==> src/rtl/mode_output_scheduler.sv <==
// Grants the buzzer/song-memory datapath to one of free, auto or learn engines, with debounced switching, mute and restart.
// Outputs are registered with 1-cycle latency; there is no backpressure, engines are granted rather than handshaked.
module mode_output_scheduler #(
   parameter int STABLE_CYCLES = 2_000_000,
   parameter int MUTE_CYCLES   = 5_000_000,
   parameter int CNT_W         = 23
) (
   input  logic       clk,
   input  logic       rst,
   input  logic [1:0] mode_sel,
   input  logic       free_key_on,
   input  logic [3:0] free_key,
   input  logic       auto_key_on,
   input  logic [3:0] auto_key,
   input  logic [4:0] auto_addr,
   input  logic       learn_key_on,
   input  logic [3:0] learn_key,
   input  logic [4:0] learn_addr,
   output logic       key_on,
   output logic [3:0] key,
   output logic [4:0] mem_addr,
   output logic [1:0] active_mode,
   output logic [2:0] mode_rst_n,
   output logic       switching
);

   typedef enum logic [1:0] {ACTIVE, DEBOUNCE, MUTE, RESTART} state_t;

   localparam logic [CNT_W-1:0] STABLE_LOAD = CNT_W'(STABLE_CYCLES - 1);
   localparam logic [CNT_W-1:0] MUTE_LOAD   = CNT_W'(MUTE_CYCLES - 1);
   localparam logic [CNT_W-1:0] CNT_ONE     = CNT_W'(1);

   state_t           state, state_nxt;
   logic [1:0]       cand, cand_nxt;
   logic [CNT_W-1:0] cnt, cnt_nxt;
   logic             key_on_nxt;
   logic [3:0]       key_nxt;
   logic [4:0]       mem_addr_nxt;
   logic             sel_valid;

   assign sel_valid = (mode_sel != 2'b11);

   always_comb begin
      state_nxt = state;
      cand_nxt  = cand;
      cnt_nxt   = cnt;
      case (state)
         ACTIVE: begin
            if (sel_valid && mode_sel != active_mode) begin
               state_nxt = DEBOUNCE;
               cand_nxt  = mode_sel;
               cnt_nxt   = STABLE_LOAD;
            end
         end
         DEBOUNCE: begin
            if (mode_sel == cand) begin
               if (cnt == '0) begin
                  state_nxt = MUTE;
                  cnt_nxt   = MUTE_LOAD;
               end else begin
                  cnt_nxt = cnt - CNT_ONE;
               end
            end else if (!sel_valid || mode_sel == active_mode) begin
               state_nxt = ACTIVE;
            end else begin
               // Request moved to a third mode: restart the stability window on it.
               cand_nxt = mode_sel;
               cnt_nxt  = STABLE_LOAD;
            end
         end
         MUTE: begin
            if (cnt == '0) state_nxt = RESTART;
            else           cnt_nxt   = cnt - CNT_ONE;
         end
         RESTART: state_nxt = ACTIVE;
         default: state_nxt = RESTART;
      endcase
   end

   // The old engine keeps the datapath through debounce so a rejected glitch is inaudible.
   always_comb begin
      key_on_nxt   = 1'b0;
      key_nxt      = 4'd0;
      mem_addr_nxt = 5'd0;
      if (state == ACTIVE || state == DEBOUNCE) begin
         case (active_mode)
            2'b00: begin
               key_on_nxt = free_key_on;
               key_nxt    = free_key;
            end
            2'b01: begin
               key_on_nxt   = auto_key_on;
               key_nxt      = auto_key;
               mem_addr_nxt = auto_addr;
            end
            2'b10: begin
               key_on_nxt   = learn_key_on;
               key_nxt      = learn_key;
               mem_addr_nxt = learn_addr;
            end
            default: ;
         endcase
      end
   end

   always_comb begin
      mode_rst_n = 3'b111;
      if (!rst) begin
         mode_rst_n = 3'b000;
      end else if (state == RESTART) begin
         case (cand)
            2'b00:   mode_rst_n = 3'b110;
            2'b01:   mode_rst_n = 3'b101;
            2'b10:   mode_rst_n = 3'b011;
            default: mode_rst_n = 3'b111;
         endcase
      end
   end

   assign switching = (state != ACTIVE);

   always_ff @(posedge clk) begin
      if (!rst) begin
         state       <= RESTART;
         cand        <= 2'b00;
         cnt         <= '0;
         active_mode <= 2'b00;
         key_on      <= 1'b0;
         key         <= 4'd0;
         mem_addr    <= 5'd0;
      end else begin
         state    <= state_nxt;
         cand     <= cand_nxt;
         cnt      <= cnt_nxt;
         key_on   <= key_on_nxt;
         key      <= key_nxt;
         mem_addr <= mem_addr_nxt;
         if (state == RESTART) active_mode <= cand;
      end
   end

endmodule

==> config.mk <==
export PLATFORM = sky130hd
export DESIGN_NAME = mode_output_scheduler
export DESIGN_NICKNAME = d
export VERILOG_FILES = /design/src/rtl/mode_output_scheduler.sv
export SDC_FILE = /design/constraint.sdc
export NUM_CORES = 1
export LEC_CHECK = 0
export ABC_AREA = 1
export BUFFER_PORTS_ARGS = -buffer_cell sky130_fd_sc_hd__clkbuf_2
export CORE_ASPECT_RATIO = 1.5
export CORE_MARGIN = 10
export CORE_UTILIZATION = 40
export CTS_BUF_LIST = sky130_fd_sc_hd__clkbuf_8
export DETAILED_ROUTE_END_ITERATION = 16
export PLACE_DENSITY = 0.7
export RECOVER_POWER = 25
export SYNTH_ARGS = -nofsm -noshare
export SYNTH_HDL_FRONTEND = slang
export SYNTH_SLANG_ARGS = --single-unit
==> constraint.sdc <==
create_clock -name clk -period 2.6 [get_ports clk]
set_clock_uncertainty 0.15 [all_clocks]
set_input_delay 0.26 -clock clk [delete_from_list [all_inputs] [get_ports clk]]
set_output_delay 0.26 -clock clk [all_outputs]
set_load 0.01 [all_outputs]
==> results by group <==
Status
  • Status: completed

Synth
  • Flip-flop and latch count after synthesis: 39
  • Ys async rst share: 0%
  • Post-synthesis adder-cell area fraction: 5.03%
  • Ranking of synthesized cells by area: dfxtp_1 31%, nand2_1 15%, inv_1 6.6%
  • Synth Area in XOR/XNOR: 2.82%
  • Post-synth EDFFs: 0
  • Cell with the most instances after synthesis: nand2_1
  • Top_reg_cell synth: dfxtp_1
  • Yosys cell types: 31
  • Yosys warning count: 0
  • Post-synth top area share: 31.4%
  • Seq/Total Area, Yosys: 31.4%
  • Synthesized cell area: 2490 µm²
  • Syn nets: 416
  • Simple-gate share of the synthesized area: 38.1%
  • Post-synth top cells: 97 x nand2_1, 44 x inv_1, 39 x dfxtp_1
  • Main combinational cell family by area after synthesis: simple AND/OR/NAND/NOR gates
  • Post-synth top area cell: dfxtp_1
  • Post-synthesis cell count: 377
  • Syn Area/Cell: around 6.6 µm²
  • Multiplexer share of the synthesized area: 0%
  • Synth Area in Compound Gates: approximately 14%

Setup path
  • Arrival time worst endpoint: roughly 2 ns
  • Crit Path Class: flop to flop
  • CP Buf/Inv Count: 3
  • WP data required: between 2 and 3 ns
  • Reg2Reg Depth: 9
  • Critical path startpoint category: flop
  • Slowest CP cell: dfxtp_1
  • Crit path cell chain: inv_1 > ha_1 > inv_1 > nand2_1 > nand3_4 > inv_4 > nand2_1 > nand3_1 > nor2_1
  • Peak per-stage delay on the critical path: 0.35 ns
  • Crit end category: flop
  • R2R Setup Slk: 0.60 ns
  • Worst reg2reg endpoint: cnt[13]
  • Reg-to-reg startpoint: state[0]
  • CP max FO: 17
  • Cell family with most CP delay: simple AND/OR/NAND/NOR gates

Drt
  • Final ANT Viol Nets: 0
  • WL met3: 488 µm
  • M1 WL: 2680 µm
  • Vias: 2548
  • Met2 WL: 3230 µm
  • DRT Wirelength: about 6600 µm
  • Via/cell ratio: 5.12
  • DR WL/cell: 13.2 µm
  • Pre-antenna DRT Iters: 4
  • Top Metal Used: met4
  • Drt drc: 0
  • Iter 0 DRT Violations: roughly 230

Global route
  • Tot GR Track Use: 13.3%
  • Largest net degree at the start of global routing: 18
  • Initial antenna violation count: 0
  • First-pass GRT wire length: 11100 µm
  • Vias in the first global route: 2453
  • Grt ovf: 0

Layout
  • ANT cells: 0
  • Final non-filler cell area: 2870 µm²
  • # nets final: roughly 460
  • Synth-to-layout area growth: 15.5%
  • Layout cells sized above 1: 17.2%

Clock tree
  • Clock Latency Late Sink: 0.30 ns
  • Setup bufs post-CTS: 0
  • Worst-path clk slew: 0.08 ns
  • Hold Buf Count CTS: 0
  • CTS H-Tree Depth: 2
  • Clk buf depth: 2
  • Clock sink count: 39
  • Post-CTS sizing: 0
  • CTS tree: built
  • CTS buffer count: 5
  • Clk root buf: clkbuf_8

Timing
  • Hold Slack: 0.0309 ns
  • Slew Viols, Final: 0
  • Hold Vio Cnt, Final: 0
  • Sum of negative setup slack: 0 ns
  • Final setup viols: 0
  • Worst-Margin Slew: 0.372 ns
  • FMAX: ~500 MHz
  • Fin crit share: 76.9%
  • Period minus WS final: approximately 2 ns
  • Worst rel slew slack: 75.1%
  • RSZ-0062 raised after global routing: no

Placed design
  • GP Congestion: 0.869
  • DP HPWL: 5170 µm
  • Placed cell area: between 2000 and 3000 µm²
  • Port Buf Inserts: 44

Floorplan
  • Die area: roughly 9800 µm²
  • Row count: 35
  • Top-level I/O count: 45
  • Core ar.: around 6100 µm²
  • Die width: 84.4 µm
  • Initial Utilization: 40.9%
  • Die Y: roughly 120 µm

Pwr
  • Power per cell area: 1200 nW/µm²
  • Worst vdd ir: 459 µV
  • Total power: 3.45 mW
  • Leakage power: 1.31 nW

Worst hold path
  • Hold Crit Class: primary input to flop
  • Hold_sp: learn_addr[2]
  • Hold depth: 3
  • Worst Hold Endpoint: mem_addr[2]

Job
  • Max-cap viol count: 0
-- stage by stage --
step	utilization, %	cells	setup slack, ns
final	47.2	498	0.601
after CTS	47.4	498	0.610
after detailed placement	45.5	490	0.623
after global placement	45.5	490	0.709
after global routing	47.2	498	0.418
after floorplan	-	377	0.955
-- kinds of logic after synthesis --
logic type | count (synthesis)
xor+xnor | 8
compound gates | 67
fa+ha+maj | 10
flops | 39
simple gates | 201
buf+inv | 52
-- worst register-to-register path: cells and delay by family, from the launching register on --
| family | cells | cell delay (ns) |
|---|---|---|
| AND/OR/NAND/NOR | 5 | 0.61 |
| adder cells (fa/ha/maj) | 1 | 0.31 |
| flip-flops | 1 | 0.35 |
| buffers and inverters | 3 | 0.46 |
-- worst max path at each step --
stage,from,slack [ns],depth (start not counted),endpoint
after global routing,state[0],0.42,9,cnt[13]
after detailed placement,state[0],0.62,9,cnt[13]
final,state[0],0.60,9,cnt[13]
after CTS,state[0],0.61,9,cnt[13]
after global placement,state[0],0.71,10,cnt[12]
after floorplan,state[0],0.96,11,cnt[21]
-- routing by layer --
layer,vias up,GRT usage [%]
met1,1142,13.6
met2,84,24.3
met5,-,0
met4,0,6.83
met3,17,3.42
li1,1305,-
-- area by class of cell --
| cell class | instances | area, µm² |
|---|---|---|
| clock buffer | 6 | 82.6 |
| clock inverter | 2 | 35.0 |
| fill | 616 | 3210 |
| inverter | 46 | 175 |
| multi-input combinational | 286 | 1490 |
| sequential | 39 | 781 |
| tap | 74 | 92.6 |
| timing repair buffer | 45 | 214 |
-- state kept, by name (all words and copies together) (netlist names), named ones only --
| signal | count |
|---|---|
| mem_addr | 5 |
| cnt | 23 |
| cand | 2 |
| key_on | 1 |
| state | 1 |
| key | 4 |
| active_mode | 2 |
-- cells in the final DEF (no fill, tap or decap), drive strengths merged --
cell and count:
nand2 105, nor2 53, clkbuf 50, inv 45, dfxtp 39, nand3 31
a21oi 30, o21ai 29, ha 10, a31oi 7, nor3 6, xnor2 5
nand4 4, xor2 3, clkinv 2, or2 1, o211ai 1, nand3b 1
bufinv 1, buf 1
-- power breakdown --
part	total (mW)	leakage [nW]	internal (mW)	switching [mW]
registers	0.931	0.320	0.758	0.173
clock network	0.536	0.0612	0.311	0.226
logic	1.99	0.929	0.643	1.34
No activity file was read; power rests on OpenSTA's default activity.
